File: config.mk
export PLATFORM = sky130hd
export DESIGN_NAME = mem_stage_flat
export DESIGN_NICKNAME = d
export VERILOG_FILES = /design/src/rtl/mem_stage_if.sv /design/src/rtl/mem_stage.sv /design/src/flat_wrapper.sv
export SDC_FILE = /design/constraint.sdc
export NUM_CORES = 1
export LEC_CHECK = 0
export BUFFER_PORTS_ARGS = -buffer_cell sky130_fd_sc_hd__buf_4
export CORE_UTILIZATION = 44
export CTS_CLUSTER_DIAMETER = 50
export DETAILED_ROUTE_END_ITERATION = 16
export GPL_ROUTABILITY_DRIVEN = 0
export PLACE_DENSITY = 0.86
export SLEW_MARGIN = 20
export SYNTH_ARGS = -nofsm -noshare
export SYNTH_HDL_FRONTEND = slang
export SYNTH_SLANG_ARGS = --single-unit
File: constraint.sdc
create_clock -name clk -period 2.53 [get_ports clk]
set_input_delay 0.253 -clock clk [delete_from_list [all_inputs] [get_ports clk]]
set_output_delay 0.253 -clock clk [all_outputs]
set_load 0.1 [all_outputs]
File: src/rtl/mem_stage_if.sv
// EX->MEM->WB pipeline handshake and data-SRAM response bundle for the MEM stage.
// slave = MEM stage view, master = surrounding pipeline / testbench view.
interface mem_stage_if;
    logic        es_to_ms_valid;
    logic        ms_allowin;
    logic [31:0] es_pc;
    logic [4:0]  es_dest;
    logic [31:0] es_result;
    logic [2:0]  es_load_op;
    logic [31:0] es_rt_value;
    logic        es_req_sent;
    logic        es_excp_valid;
    logic [4:0]  es_excp_execode;
    logic        data_sram_data_ok;
    logic [31:0] data_sram_rdata;
    logic        flush;
    logic        ws_allowin;
    logic        ms_to_ws_valid;
    logic [31:0] ms_pc;
    logic [4:0]  ms_dest;
    logic        ms_excp_valid;
    logic [4:0]  ms_excp_execode;
    logic [31:0] ms_final_result;
    logic        ms_fw_block;

    modport slave (
        input  es_to_ms_valid, es_pc, es_dest, es_result, es_load_op, es_rt_value,
               es_req_sent, es_excp_valid, es_excp_execode,
               data_sram_data_ok, data_sram_rdata, flush, ws_allowin,
        output ms_allowin, ms_to_ws_valid, ms_pc, ms_dest, ms_excp_valid,
               ms_excp_execode, ms_final_result, ms_fw_block
    );

    modport master (
        output es_to_ms_valid, es_pc, es_dest, es_result, es_load_op, es_rt_value,
               es_req_sent, es_excp_valid, es_excp_execode,
               data_sram_data_ok, data_sram_rdata, flush, ws_allowin,
        input  ms_allowin, ms_to_ws_valid, ms_pc, ms_dest, ms_excp_valid,
               ms_excp_execode, ms_final_result, ms_fw_block
    );
endinterface

File: src/rtl/mem_stage.sv
// MEM pipeline stage: waits for the data-SRAM response, formats load data, hands off to WB.
// Define MS_UNALIGNED_LOAD_EN to add lwl/lwr merging; otherwise those ops format as lw.
//
// state     | meaning
// S_IDLE    | empty, ready to accept
// S_WAIT    | valid instruction, one data_ok still owed
// S_HOLD    | result ready, offered to WB until accepted
// S_DISCARD | contents killed by flush, owed data_ok must be swallowed
module mem_stage (
    input  logic       clk,
    input  logic       reset,
    mem_stage_if.slave ms_bus
);
    typedef enum logic [1:0] {S_IDLE, S_WAIT, S_HOLD, S_DISCARD} state_t;

    state_t      state_q, state_d;
    logic [31:0] pc_q, pc_d;
    logic [31:0] result_q, result_d;
    logic [4:0]  dest_q, dest_d;
    logic        excp_q, excp_d;
    logic [4:0]  execode_q, execode_d;
    logic [2:0]  load_op_q, load_op_d;
`ifdef MS_UNALIGNED_LOAD_EN
    logic [31:0] rt_q, rt_d;
`endif

    logic        allowin;
    logic        accept;
    logic [7:0]  byte_sel;
    logic [15:0] half_sel;
    logic [31:0] load_data;

    assign allowin = (state_q == S_IDLE) || (state_q == S_HOLD && ms_bus.ws_allowin);
    assign accept  = ms_bus.es_to_ms_valid && allowin && !ms_bus.flush;

    always_comb begin
        byte_sel  = ms_bus.data_sram_rdata[7:0];
        half_sel  = result_q[1] ? ms_bus.data_sram_rdata[31:16] : ms_bus.data_sram_rdata[15:0];
        load_data = ms_bus.data_sram_rdata;
        case (result_q[1:0])
            2'd1:    byte_sel = ms_bus.data_sram_rdata[15:8];
            2'd2:    byte_sel = ms_bus.data_sram_rdata[23:16];
            2'd3:    byte_sel = ms_bus.data_sram_rdata[31:24];
            default: byte_sel = ms_bus.data_sram_rdata[7:0];
        endcase
        case (load_op_q)
            3'b000: load_data = result_q;  // store: response is only an ack
            3'b010: load_data = {{24{byte_sel[7]}}, byte_sel};
            3'b011: load_data = {24'd0, byte_sel};
            3'b100: load_data = {{16{half_sel[15]}}, half_sel};
            3'b101: load_data = {16'd0, half_sel};
`ifdef MS_UNALIGNED_LOAD_EN
            3'b110: begin
                case (result_q[1:0])
                    2'd0:    load_data = {ms_bus.data_sram_rdata[7:0],  rt_q[23:0]};
                    2'd1:    load_data = {ms_bus.data_sram_rdata[15:0], rt_q[15:0]};
                    2'd2:    load_data = {ms_bus.data_sram_rdata[23:0], rt_q[7:0]};
                    default: load_data = ms_bus.data_sram_rdata;
                endcase
            end
            3'b111: begin
                case (result_q[1:0])
                    2'd0:    load_data = ms_bus.data_sram_rdata;
                    2'd1:    load_data = {rt_q[31:24], ms_bus.data_sram_rdata[31:8]};
                    2'd2:    load_data = {rt_q[31:16], ms_bus.data_sram_rdata[31:16]};
                    default: load_data = {rt_q[31:8],  ms_bus.data_sram_rdata[31:24]};
                endcase
            end
`endif
            default: load_data = ms_bus.data_sram_rdata;
        endcase
    end

    always_comb begin
        state_d   = state_q;
        pc_d      = pc_q;
        result_d  = result_q;
        dest_d    = dest_q;
        excp_d    = excp_q;
        execode_d = execode_q;
        load_op_d = load_op_q;
`ifdef MS_UNALIGNED_LOAD_EN
        rt_d      = rt_q;
`endif
        case (state_q)
            S_WAIT: begin
                if (ms_bus.flush)
                    state_d = ms_bus.data_sram_data_ok ? S_IDLE : S_DISCARD;
                else if (ms_bus.data_sram_data_ok) begin
                    state_d  = S_HOLD;
                    result_d = load_data;
                end
            end
            S_HOLD: begin
                if (ms_bus.flush || ms_bus.ws_allowin)
                    state_d = S_IDLE;
            end
            S_DISCARD: begin
                if (ms_bus.data_sram_data_ok)
                    state_d = S_IDLE;
            end
            default: state_d = S_IDLE;
        endcase
        // An accepted request owes exactly one data_ok, so it must wait even if faulting.
        if (accept) begin
            state_d   = ms_bus.es_req_sent ? S_WAIT : S_HOLD;
            pc_d      = ms_bus.es_pc;
            result_d  = ms_bus.es_result;
            dest_d    = ms_bus.es_excp_valid ? 5'd0 : ms_bus.es_dest;
            excp_d    = ms_bus.es_excp_valid;
            execode_d = ms_bus.es_excp_execode;
            load_op_d = ms_bus.es_load_op;
`ifdef MS_UNALIGNED_LOAD_EN
            rt_d      = ms_bus.es_rt_value;
`endif
        end
    end

    always_ff @(posedge clk) begin
        if (reset) begin
            state_q   <= S_IDLE;
            pc_q      <= 32'd0;
            result_q  <= 32'd0;
            dest_q    <= 5'd0;
            excp_q    <= 1'b0;
            execode_q <= 5'd0;
            load_op_q <= 3'd0;
`ifdef MS_UNALIGNED_LOAD_EN
            rt_q      <= 32'd0;
`endif
        end else begin
            state_q   <= state_d;
            pc_q      <= pc_d;
            result_q  <= result_d;
            dest_q    <= dest_d;
            excp_q    <= excp_d;
            execode_q <= execode_d;
            load_op_q <= load_op_d;
`ifdef MS_UNALIGNED_LOAD_EN
            rt_q      <= rt_d;
`endif
        end
    end

    assign ms_bus.ms_allowin      = allowin;
    assign ms_bus.ms_to_ws_valid  = (state_q == S_HOLD) && !ms_bus.flush;
    assign ms_bus.ms_fw_block     = (state_q == S_WAIT) && (dest_q != 5'd0);
    assign ms_bus.ms_pc           = pc_q;
    assign ms_bus.ms_dest         = dest_q;
    assign ms_bus.ms_excp_valid   = excp_q;
    assign ms_bus.ms_excp_execode = execode_q;
    assign ms_bus.ms_final_result = result_q;
endmodule

File: src/flat_wrapper.sv
// flat-port wrapper written by rule: the top's interface ports become plain ports
module mem_stage_flat 
  (clk, reset, ms_bus_es_to_ms_valid, ms_bus_es_pc, ms_bus_es_dest, ms_bus_es_result, ms_bus_es_load_op, ms_bus_es_rt_value, ms_bus_es_req_sent, ms_bus_es_excp_valid, ms_bus_es_excp_execode, ms_bus_data_sram_data_ok, ms_bus_data_sram_rdata, ms_bus_flush, ms_bus_ws_allowin, ms_bus_ms_allowin, ms_bus_ms_to_ws_valid, ms_bus_ms_pc, ms_bus_ms_dest, ms_bus_ms_excp_valid, ms_bus_ms_excp_execode, ms_bus_ms_final_result, ms_bus_ms_fw_block);
  mem_stage_if ms_bus_i ();
  input  logic clk;
  input  logic reset;
  input wire logic [$bits(ms_bus_i.es_to_ms_valid)-1:0] ms_bus_es_to_ms_valid;
  input wire logic [$bits(ms_bus_i.es_pc)-1:0] ms_bus_es_pc;
  input wire logic [$bits(ms_bus_i.es_dest)-1:0] ms_bus_es_dest;
  input wire logic [$bits(ms_bus_i.es_result)-1:0] ms_bus_es_result;
  input wire logic [$bits(ms_bus_i.es_load_op)-1:0] ms_bus_es_load_op;
  input wire logic [$bits(ms_bus_i.es_rt_value)-1:0] ms_bus_es_rt_value;
  input wire logic [$bits(ms_bus_i.es_req_sent)-1:0] ms_bus_es_req_sent;
  input wire logic [$bits(ms_bus_i.es_excp_valid)-1:0] ms_bus_es_excp_valid;
  input wire logic [$bits(ms_bus_i.es_excp_execode)-1:0] ms_bus_es_excp_execode;
  input wire logic [$bits(ms_bus_i.data_sram_data_ok)-1:0] ms_bus_data_sram_data_ok;
  input wire logic [$bits(ms_bus_i.data_sram_rdata)-1:0] ms_bus_data_sram_rdata;
  input wire logic [$bits(ms_bus_i.flush)-1:0] ms_bus_flush;
  input wire logic [$bits(ms_bus_i.ws_allowin)-1:0] ms_bus_ws_allowin;
  output wire logic [$bits(ms_bus_i.ms_allowin)-1:0] ms_bus_ms_allowin;
  output wire logic [$bits(ms_bus_i.ms_to_ws_valid)-1:0] ms_bus_ms_to_ws_valid;
  output wire logic [$bits(ms_bus_i.ms_pc)-1:0] ms_bus_ms_pc;
  output wire logic [$bits(ms_bus_i.ms_dest)-1:0] ms_bus_ms_dest;
  output wire logic [$bits(ms_bus_i.ms_excp_valid)-1:0] ms_bus_ms_excp_valid;
  output wire logic [$bits(ms_bus_i.ms_excp_execode)-1:0] ms_bus_ms_excp_execode;
  output wire logic [$bits(ms_bus_i.ms_final_result)-1:0] ms_bus_ms_final_result;
  output wire logic [$bits(ms_bus_i.ms_fw_block)-1:0] ms_bus_ms_fw_block;
  assign ms_bus_i.es_to_ms_valid = ms_bus_es_to_ms_valid;
  assign ms_bus_i.es_pc = ms_bus_es_pc;
  assign ms_bus_i.es_dest = ms_bus_es_dest;
  assign ms_bus_i.es_result = ms_bus_es_result;
  assign ms_bus_i.es_load_op = ms_bus_es_load_op;
  assign ms_bus_i.es_rt_value = ms_bus_es_rt_value;
  assign ms_bus_i.es_req_sent = ms_bus_es_req_sent;
  assign ms_bus_i.es_excp_valid = ms_bus_es_excp_valid;
  assign ms_bus_i.es_excp_execode = ms_bus_es_excp_execode;
  assign ms_bus_i.data_sram_data_ok = ms_bus_data_sram_data_ok;
  assign ms_bus_i.data_sram_rdata = ms_bus_data_sram_rdata;
  assign ms_bus_i.flush = ms_bus_flush;
  assign ms_bus_i.ws_allowin = ms_bus_ws_allowin;
  assign ms_bus_ms_allowin = ms_bus_i.ms_allowin;
  assign ms_bus_ms_to_ws_valid = ms_bus_i.ms_to_ws_valid;
  assign ms_bus_ms_pc = ms_bus_i.ms_pc;
  assign ms_bus_ms_dest = ms_bus_i.ms_dest;
  assign ms_bus_ms_excp_valid = ms_bus_i.ms_excp_valid;
  assign ms_bus_ms_excp_execode = ms_bus_i.ms_excp_execode;
  assign ms_bus_ms_final_result = ms_bus_i.ms_final_result;
  assign ms_bus_ms_fw_block = ms_bus_i.ms_fw_block;
  mem_stage u_core (.clk(clk), .reset(reset), .ms_bus(ms_bus_i));
endmodule
==> summary.md, run 1 <==
The fraction of the mapped netlist area in adder cells is 0%, and the post-detailed-route count of antenna-violating nets is 0. In this run the tightest slew margin relative to its limit is 42.1%. The post-route netlist has 34.8% of its cells at a drive strength greater than 1. The global-route wire length before repair was 18700 um. The number of violations of the max-capacitance limit is 0, and the per-cell via count in the routed design is 5.50.

The total inserted antenna cells is 0. In this run switching power makes up 38.7% of total power. The floorplan step defined a core boundary enclosing 8300 um^2. After floorplanning, the core was divided into 33 placement rows. The routed design could run at a clock period as short as 2160 ps. The initial core utilization is 46.0%, and the violation count after the first detailed-routing iteration is 242.

The post-synthesis simple-gate area fraction is 25.5%. The number of unique standard cell types used by synthesis is 35, and the power density over cell area is 635 nW/um^2. The count of final setup violators was 0. In this run the tool buffered the top-level ports with 194 buffer cells.

Once the clock tree was built, the setup fixing pass inserted 0 buffers. The run gives 3820 um^2 as the area of the mapped netlist. The flow ran to the end, and the final reports show no timing, DRC or antenna violations.

The final total negative setup slack is 0 ps, and the sequential fraction of the synthesis area is 41.9%. The proportion of netlist area held by the largest area contributor is 41.9%. Ranked by total cell area, the synthesized netlist is headed by sky130_fd_sc_hd__dfxtp_1, sky130_fd_sc_hd__a21oi_1, sky130_fd_sc_hd__nand2_1. The combinational family with the most area after synthesis was simple AND/OR/NAND/NOR gates.

Maximum frequency from static timing analysis: 0.464 GHz. For the data arrival time of the critical path, the log shows 2360 ps. Across the routed clock network, the largest skew measured is 10.6 ps. The run gives 0 as the number of max-slew violations in the final report.

CTS saw 80 sinks. The tools report the cell at the root of the clock tree as sky130_fd_sc_hd__clkbuf_8. Hold is met by 142 ps.

The analysis attributes to net switching a power of 1360 uW. Detailed placement ended at an HPWL of 9010 um. Summing the areas of all compound-gate instances in the mapped netlist gives 24.4% of the synthesized area.

The tools report the top-level I/O count as 227. STA classifies the critical path startpoint as a flop. Synthesis handed over a netlist of 491 instances. The area growth from synthesis to layout is 45.0%. Clock tree synthesis inserted a total of 9 buffers. The average wire length per cell after detail routing is 15.8 um. The chip height is 95.2 um, and the slew of the pin with the lowest slew margin is 869 ps. After clock tree synthesis, the clock-pin slew on the worst setup and hold paths is 90 ps. Before antenna repair, the detailed router went through 4 iterations.

The average instance in the mapped netlist occupies 7.78 um^2. The clock reaches the later pin of the worst-skew pair after 350 ps. The largest net degree at the start of global routing was 90; the flop and latch count out of synthesis was 80.

The number of H-tree levels came out at 3. Required time at the worst-slack endpoint: 2740 ps. TritonCTS built the clock tree. The final routed wirelength across all metal layers is 12200 um. The run gives 4249 as the count of vias placed by the detailed router. When the netlist entered floorplanning its net count stood at 640. Across the VDD grid, the largest voltage drop is 0.399 mV. The multiplexer share of the synthesized area was 3.01%. The number of nets in the finished design is 811, and the number of failing hold endpoints at the final stage is 0. The critical-path maximum fanout works out to 34. The internal power of the cells totals 2160 uW. Fill cells in the final layout number 710. The number of global-route vias before repair came out at 4064. Measured on the finished design, the core utilization comes to 66.8%.

The die span in x was 95.2 um; the register share of total power was 39.4%. The number of cells upsized or downsized after cts came out at 0. The critical path is of the flop to flop type. The count of hold-fix buffers inserted at cts came out at 0. sky130_fd_sc_hd__dfxtp_1 takes more of the synthesized area than any other cell. After detailed routing, the number of remaining DRC violations is 0.

Per report_power, the combinational group accounts for 32.7% of the total. The logs give 27.9% for the power share of the clock group and 0 for the number of synthesis warnings. The total overflow left after global routing is 0. The share of the clock period used by the worst path after layout works out to 85.2%. The xor/xnor cell area share of the yosys netlist came out at 0.229%. The die footprint is 9060 um^2. The tools report the overall track demand over capacity in global routing as 26.6%. The initial antenna violation count was 0; the static leakage was 0.00229 uW. The worst setup path is captured at a flop. Setup repair after global routing left no endpoint under its margin. The longest clock path from root to sink contains 2 buffers.

The class of the tightest hold or removal check is primary input to flop.
-- worst paths after layout --
path,slack [ps],start,cells past startpoint,endpoint
setup / recovery,370,u_core.ms_bus.ms_final_result[1],5,u_core.ms_bus.ms_final_result[10]
hold reg to reg,460,u_core.ms_bus.ms_pc[8],2,u_core.ms_bus.ms_pc[8]
hold / removal,140,ms_bus_es_pc[20],3,u_core.ms_bus.ms_pc[20]
setup reg to reg,370,u_core.ms_bus.ms_final_result[1],5,u_core.ms_bus.ms_final_result[10]
-- area by class of cell --
cell class	count	area [um^2]	share of cell area (%)
clock inverter	6	68.8	1.24
multi-input combinational	365	2050	37.0
clock buffer	10	138	2.48
tap	105	131	2.37
sequential	80	1600	28.9
inverter	2	7.51	0.136
timing repair buffer	204	1540	27.9
-- power by group through the flow --
stage	Combinational [uW]	Clock [uW]	Sequential [uW]
final	1150	982	1390
after global routing	1210	1040	1390
after CTS	1150	991	1390
after detailed placement	1150	0	1410
after global placement	1130	0	1410
after floorplan	309	0	1900
-- worst max-delay path: stages (launching register included) --
cell,delay [ps]
sky130_fd_sc_hd__dfxtp_2,350
sky130_fd_sc_hd__buf_4,340
sky130_fd_sc_hd__nand2b_1,120
sky130_fd_sc_hd__and2_1,280
sky130_fd_sc_hd__a2111oi_0,740
sky130_fd_sc_hd__o32ai_1,170
-- cells by family after synthesis --
kind of cell           Yosys count
flip-flops                      80
XOR/XNOR                         1
buffers and inverters           46
AO/OA/AOI/OAI                  141
AND/OR/NAND/NOR                214
multiplexers                     9
-- registers in the layout (all words and copies together), names as in the netlist --
| name | count |
|---|---|
| u_core.load_op_q | 3 |
| u_core.state_q | 2 |
| u_core.ms_bus.ms_excp_valid | 1 |
| u_core.ms_bus.ms_excp_execode | 5 |
| u_core.ms_bus.ms_final_result | 32 |
| u_core.ms_bus.ms_dest | 5 |
| u_core.ms_bus.ms_pc | 32 |
-- metrics by stage --
stage	worst slack [ps]	total power (uW)	std cells	cell area (um^2)
global route	193	3650	772	5540
CTS	362	3530	772	5540
global placement	415	2540	756	5330
finish	373	3520	772	5540
floorplan	104	2210	491	3820
detailed placement	383	2560	756	5330
-- layout by cell type, fill, tap and decap left out, types with 2 or more instances in the layout --
master and instances:
sky130_fd_sc_hd__a2111oi_1 10, sky130_fd_sc_hd__o32ai_1 9, sky130_fd_sc_hd__nor2b_1 5, sky130_fd_sc_hd__clkbuf_8 10
sky130_fd_sc_hd__clkinv_4 3, sky130_fd_sc_hd__a2111oi_0 22, sky130_fd_sc_hd__o21ai_0 2, sky130_fd_sc_hd__or2_2 2
sky130_fd_sc_hd__a21oi_1 79, sky130_fd_sc_hd__nand2_1 103, sky130_fd_sc_hd__o22ai_1 7, sky130_fd_sc_hd__a211oi_1 6
sky130_fd_sc_hd__nand2b_1 29, sky130_fd_sc_hd__dfxtp_1 79, sky130_fd_sc_hd__mux2i_1 7, sky130_fd_sc_hd__nor2_1 35
sky130_fd_sc_hd__mux4_2 2, sky130_fd_sc_hd__nor3_1 10, sky130_fd_sc_hd__nand3_1 17, sky130_fd_sc_hd__nand3b_1 5
sky130_fd_sc_hd__and2_1 2, sky130_fd_sc_hd__inv_1 2, sky130_fd_sc_hd__buf_4 203
-- metal layers --
| layer | routed length, um | vias up | share of wire, % | global-route usage (%) |
|---|---|---|---|---|
| met1 | 4760 | 1953 | 39 | 32.1 |
| met3 | 1070 | 30 | 8.7 | 6.54 |
| li1 | - | 2075 | - | - |
| met4 | 391 | 0 | 3.2 | 13.5 |
| met5 | 0 | - | 0 | 0 |
| met2 | 6010 | 191 | 49 | 43.6 |
-- Yosys cell counts (all sizes together) --
library cell and n:
a31oi 1, inv 2, o21ai 2, or2 3
and3 1, a21oi 80, nor2b 5, nor2 35
nand2b 29, a2111oi 32, a211oi 6, and2 2
nor3b 2, mux4 2, o32ai 9, o22ai 7
nand4bb 1, nand3 17, buf 13, dfxtp 80
a311oi 1, mux2i 7, nand3b 5, xnor2 1
clkbuf 31, o2bb2ai 2, nand2 104, nor3 10
o221ai 1
Note: power is estimated with default switching activity, not from simulation.
==> inputs of run 2 (changes only) <==
clock period = 2 ns   (was 2.53 ns; I/O delays follow)
==> summary.md, run 2 (same netlist as run 1, synthesis figures left out) <==
The run finished with clean final reports. The HPWL after detailed placement is 8920 um (-1.0%), and the clock-pin slew of the registers on the worst-case setup and hold paths is 100 ps (about the same). Cell at the root of the clock tree: sky130_fd_sc_hd__clkbuf_8.

For the number of remaining DRC errors, the log shows 0 (unchanged). For the initial core utilization, the log shows 46.0% (unchanged). The class of the tightest hold or removal check was primary input to flop.

The shortest clock period the worst path allows after layout was 1930 ps (-227 ps); the number of global-route vias before repair was 3916 (-3.6%). The critical path in this run is classified as flop to flop. The die span in x works out to 95.2 um (unchanged).

The slew of the pin with the lowest slew margin is 861 ps (-8.03 ps). The total inserted antenna cells was 0 (unchanged); the core area was 8300 um^2 (unchanged). For the number of max-slew violations in the final report, the log shows 0 (unchanged). The run gives 18200 um (-2.7%) as the global-route wire length before repair.

By instance count, the cell type seen most on the critical path is sky130_fd_sc_hd__buf_4. The number of standard-cell rows in the floorplan was 33 (unchanged). The logs give 70.2 ps (-303 ps) for the setup slack of the critical path after layout and 227 (unchanged) for the top-level I/O count. The tools report the data arrival time of the critical path as 2150 ps (-210 ps).

For the final routed wirelength across all metal layers, the log shows 12100 um (-0.84%). The per-cell via count in the routed design was 5.49 (-0.30%); the maximum frequency from static timing analysis was 0.518 GHz (+12%). Initial antenna violation count: 0 (unchanged). The tools report the overall track demand over capacity in global routing as 25.8% (-0.74 points). The number of H-tree levels was 3 (unchanged). The tools report the number of nets in the finished design as 821 (+1.2%). Most common cell after layout, fill and taps aside: sky130_fd_sc_hd__buf_4.

The run gives 49.3 ps (-334 ps) as the post-place setup slack. Critical-path maximum fanout: 16 (-53%). Setup repair after global routing left no endpoint under its margin.

Headroom to the max-slew limit: 42.6% (+0.53 points). The number of buffers added on ports is 194 (unchanged). The count of vias placed by the detailed router was 4291 (+0.99%). The sort of element at the start of the critical path is a flop. The worst-case hold slack was 77.3 ps (-65.1 ps).

TritonCTS built the clock tree. For the clock skew after layout, the log shows 13.9 ps (+3.33 ps). Traced cell by cell, the critical path runs through buf_4 > nand2b_1 > and2_1 > a2111oi_1 > buf_4 > o32ai_1. The logs give 0.545 mV (+37%) for the peak supply drop and 80 (unchanged) for the number of clock sinks.

Aggregate global routing overflow: 0 (unchanged). The run gives 5 (+1) as the detailed-routing iteration count for the pre-antenna-repair pass. The average wire length per cell after detail routing was 15.5 um (-2.1%). The post-detailed-route count of antenna-violating nets is 0 (unchanged), and the number of violations of the max-capacitance limit is 0 (unchanged).

The number of filler instances in the final layout was 674 (-5.1%). Static leakage: 0.00234 uW (+1.9%). The die footprint came out at 9060 um^2 (unchanged). The number of buffers added by the clock tree synthesis step is 9 (unchanged). For the count of final setup violators, the log shows 0 (unchanged). The share of the clock period used by the worst path after layout works out to 96.5% (+11 points). The largest net degree at the start of global routing came out at 90 (unchanged). The library cells used most frequently in the layout, excluding fill and tap cells, are sky130_fd_sc_hd__buf_4, sky130_fd_sc_hd__nand2_1, sky130_fd_sc_hd__a21oi_1, sky130_fd_sc_hd__dfxtp_1, sky130_fd_sc_hd__nor2_1.

Endpoint class of the critical path: a flop. The tools report the count of hold-fix buffers inserted at cts as 0 (unchanged). The buffers plus inverters on the worst setup path works out to 2 (+1). The maximum count of clock buffers along a single path came out at 2 (unchanged). The cell family contributing the most delay on the critical path is compound AO/OA/AOI/OAI gates. The cell with the largest stage delay on the worst path was sky130_fd_sc_hd__a2111oi_1. The power density over cell area works out to 785 nW/um^2 (+24%). The required time at the worst-slack endpoint is 2220 ps (-520 ps), and the layout overhead on the synthesized area is 47.0%. The later-pin clock latency in the skew report is 360 ps (about the same), and the violation count after the first detailed-routing iteration is 226 (-6.6%). The delay contributed by the slowest stage of the critical path came out at 570 ps (-170 ps).

The fraction of final layout cells with drive strength greater than 1 came out at 36.0% (+1.3 points). The chip height is 95.2 um (unchanged). For the number of failing hold endpoints at the final stage, the log shows 0 (unchanged).
run 2: cell count changes in the layout (fill, tap and decap cells not counted), moves of 2 or more:
cell,change
sky130_fd_sc_hd__buf_4,+10
sky130_fd_sc_hd__clkinv_4,-3
sky130_fd_sc_hd__a2111oi_0,-4
sky130_fd_sc_hd__inv_6,+3
sky130_fd_sc_hd__inv_8,+3
sky130_fd_sc_hd__dfxtp_1,-2
sky130_fd_sc_hd__a2111oi_1,+4
sky130_fd_sc_hd__dfxtp_4,+2
run 2: path summary, 6_finish.rpt:
check	start	end	slack, ps	depth (start not counted)
max reg2reg	u_core.ms_bus.ms_final_result[1]	u_core.ms_bus.ms_final_result[9]	70	6
max	u_core.ms_bus.ms_final_result[1]	u_core.ms_bus.ms_final_result[9]	70	6
min	ms_bus_es_pc[8]	u_core.ms_bus.ms_pc[8]	80	3
min reg2reg	u_core.ms_bus.ms_pc[3]	u_core.ms_bus.ms_pc[3]	460	2
run 2: timing repair:
item                                    4_1_cts  5_1_grt
endpoints found under the setup margin        0       11
buffers inserted                              0        0
gates resized for setup                       0        5
run 2: layer usage:
metal | wire length (um) | global-route usage, %
met1 | 4960 | 32.1
met2 | 5930 | 42.6
met3 | 921 | 6.06
met4 | 323 | 11.0
met5 | 0 | 0
run 2: final cells by class:
cell class              instances  area (um^2)  area share, %
inverters                       2         7.51          0.134
clock inverters                 7         67.6           1.20
repair buffers                214         1620           28.8
well taps                     105          131           2.34
flip-flops and latches         80         1610           28.7
clock buffers                   9          124           2.21
multi-input cells             365         2060           36.6
run 2: metrics by stage:
step | total power (uW) | instances | area [um^2] | setup TNS, ps | util [%]
2_1_floorplan | 2800 | 491 | 3850 | 0 | -
3_3_place_gp | 3230 | 766 | 5420 | -10.2 | 65.3
3_5_place_dp | 3260 | 766 | 5420 | 0 | 65.3
4_1_cts | 4430 | 782 | 5610 | 0 | 67.6
5_1_grt | 4600 | 782 | 5620 | 0 | 67.7
6_report | 4410 | 782 | 5620 | 0 | 67.7
run 2: report_power, final:
part | internal (uW) | switching (uW)
clock | 490 | 688
sequential | 1690 | 68.0
combinational | 444 | 1030
total | 2620 | 1790
run 2: tightest hold or removal path, cell delays in order:
cell and delay, ps:
sky130_fd_sc_hd__buf_4 110, sky130_fd_sc_hd__nand2_1 40, sky130_fd_sc_hd__a21oi_1 50
==> inputs of run 3 (changes only) <==
--- a/constraint.sdc
+++ b/constraint.sdc
@@ -3,2 +3,2 @@
 set_output_delay 0.2 -clock clk [all_outputs]
-set_load 0.1 [all_outputs]
+set_load 0.05 [all_outputs]
==> summary.md, run 3 (same netlist as run 1, synthesis figures left out) <==
The run finished with clean final reports. The violation count after the first detailed-routing iteration was 249 (+10%). The number of violations of the max-capacitance limit is 0 (unchanged), and the initial antenna violation count is 0 (unchanged). The share of the clock period used by the worst path after layout is 97.0% (+0.52 points). The maximum count of clock buffers along a single path was 2 (unchanged). The number of remaining DRC errors was 0 (unchanged). The peak supply drop is 0.442 mV (-19%), and the slew of the pin with the lowest slew margin is 771 ps (-90.1 ps).

The largest net degree at the start of global routing was 81 (-10%); the fraction of final layout cells with drive strength greater than 1 was 35.7% (-0.38 points). The logs give 10.8 ps (-3.05 ps) for the clock skew after layout and 5 (unchanged) for the detailed-routing iteration count for the pre-antenna-repair pass. The logs give 4060 (+3.7%) for the number of global-route vias before repair and 350 ps (about the same) for the later-pin clock latency in the skew report. The tools report the maximum frequency from static timing analysis as 0.515 GHz (-0.54%). The run gives 4316 (+0.58%) as the count of vias placed by the detailed router. The setup slack of the most critical reg-to-reg path was 60 ps (about the same). The worst setup path is captured at a flop.

STA classifies the critical path startpoint as a flop. Leaving out fill and tap cells, the most frequent cells in the layout are sky130_fd_sc_hd__buf_4, sky130_fd_sc_hd__nand2_1, sky130_fd_sc_hd__a21oi_1, sky130_fd_sc_hd__dfxtp_1, sky130_fd_sc_hd__nor2_1. The shortest clock period the worst path allows after layout was 1940 ps (+10.4 ps); the combinational group share of total power was 28.2% (-5.3 points). The count of final setup violators came out at 0 (unchanged). Register share of total power: 43.4% (+3.6 points).

The post-detailed-route count of antenna-violating nets came out at 0 (unchanged). Setup repair after global routing could not meet its margin everywhere. The number of standard-cell rows in the floorplan was 33 (unchanged). The switching share of power is 35.3% (-5.2 points), and the global-route wire length before repair is 18300 um (+0.69%). The run gives 12100 um (-0.31%) as the final routed wirelength across all metal layers.

The headroom to the max-slew limit is 48.6% (+6.0 points). The per-cell via count in the routed design is 5.55 (+1.1%), and the setup slack of the critical path after layout is 59.7 ps (-10.4 ps). The power density over cell area is 719 nW/um^2 (-8.4%). The power share of the clock group is 28.4% (+1.7 points), and the initial core utilization is 46.0% (unchanged). Die footprint: 9060 um^2 (unchanged). The cell at the root of the clock tree was sky130_fd_sc_hd__clkbuf_8. The critical path goes through mux4_2 > or2_1 > a31oi_4 > a2111oi_0.

The clock-pin slew of the registers on the worst-case setup and hold paths was 90 ps (about the same). The largest individual stage delay along the critical path comes from the cell sky130_fd_sc_hd__mux4_2. The number of placed cells counting well taps was 762 (-0.52%). The average wire length per cell after detail routing was 15.5 um (+0.20%); the internal power contribution was 2600 uW (-0.71%). The chip height is 95.2 um (unchanged), and the layout overhead on the synthesized area is 46.5%. Type of the worst setup path: flop to flop.

For the non-filler instance count after layout, the log shows 778 (-0.51%). Most common cell after layout, fill and taps aside: sky130_fd_sc_hd__buf_4. The tools report the worst-case hold slack as 77.9 ps (+0.615 ps).

The run gives 67.4% (-0.23 points) as the post-route core utilization. The HPWL after detailed placement is 8980 um (+0.76%), and the aggregate global routing overflow is 0 (unchanged). Required time at the worst-slack endpoint: 2200 ps (-20 ps).

Number of clock sinks: 80 (unchanged). TritonCTS built the clock tree. The delay contributed by the slowest stage of the critical path was 520 ps (-50 ps); the overall track demand over capacity in global routing was 26.1% (+0.28 points). The buffers inserted during post-CTS setup optimization came out at 0 (unchanged). The core area was 8300 um^2 (unchanged); the post-place setup slack was 57.4 ps (+8.14 ps). The data arrival time of the critical path is 2140 ps (about the same). The power dissipated by switching net loads came out at 1420 uW (-20%).

The critical-path maximum fanout works out to 16 (unchanged). The number of nets in the finished design is 817 (-0.49%). The top-level I/O count is 227 (unchanged), and the final total negative setup slack is 0 ps (unchanged).

For the static leakage, the log shows 0.00231 uW (-1.1%). The tools report the number of H-tree levels as 3 (unchanged). Number of buffers added on ports: 194 (unchanged).

The number of buffers added by the clock tree synthesis step was 9 (unchanged). The total inserted antenna cells came out at 0 (unchanged). The logs give 0 (unchanged) for the number of max-slew violations in the final report and 0 (unchanged) for the number of failing hold endpoints at the final stage. The class of the tightest hold or removal check is primary input to flop.

The die span in x was 95.2 um (unchanged).
-- run 3: cell types whose count changed in the layout (fill, tap and decap cells not counted), moves of 2 or more --
cell	previous run	this run
sky130_fd_sc_hd__buf_4	213	207
sky130_fd_sc_hd__a2111oi_1	14	11
sky130_fd_sc_hd__a2111oi_2	0	2
sky130_fd_sc_hd__buf_12	1	3
sky130_fd_sc_hd__clkinvlp_4	1	3
sky130_fd_sc_hd__inv_8	3	1
-- run 3: cell type report --
cell class,count,area [um^2]
multi-input cells,365,2050
flip-flops and latches,80,1610
fillers,725,2700
inverters,2,7.51
clock buffers,9,124
clock inverters,7,60.1
well taps,105,131
repair buffers,210,1610
-- run 3: worst paths after layout --
kind / start / end / depth (start not counted)
max: u_core.ms_bus.ms_final_result[1] / u_core.ms_bus.ms_final_result[19] / 4
min: ms_bus_es_excp_execode[1] / u_core.ms_bus.ms_excp_execode[1] / 3
max reg2reg: u_core.ms_bus.ms_final_result[1] / u_core.ms_bus.ms_final_result[19] / 4
min reg2reg: u_core.ms_bus.ms_pc[5] / u_core.ms_bus.ms_pc[5] / 2
-- run 3: through the flow --
stage,total power [uW],cell area (um^2)
after floorplan,2450,3820
after CTS,4040,5580
final,4030,5600
after detailed placement,2910,5400
after global placement,2880,5400
after global routing,4200,5600
-- run 3: timing repair --
| item | CTS | global route |
|---|---|---|
| setup endpoints to repair | 0 | 4 |
| gates resized for setup | 0 | 6 |
| hold buffers | 0 | 0 |
-- run 3: critical path, delay by kind of cell, from the launching register on --
family / cells / cell delay (ps)
compound gates: 2 / 650
simple gates: 1 / 260
flops: 1 / 360
mux: 1 / 520
-- run 3: power by group through the flow --
stage,logic [uW],registers (uW),clock network [uW]
floorplan,375,2080,0
global placement,1110,1780,0
detailed placement,1130,1780,0
CTS,1130,1750,1160
global route,1220,1760,1230
finish,1140,1750,1140
-- run 3: metal layers --
layer / track usage [%] / up-vias / share of wire [%]
li1: - / 2092 / -
met1: 30.0 / 2000 / 39
met2: 45.1 / 191 / 49
met3: 7.02 / 33 / 8.7
met4: 11.6 / 0 / 3.0
met5: 0 / - / 0
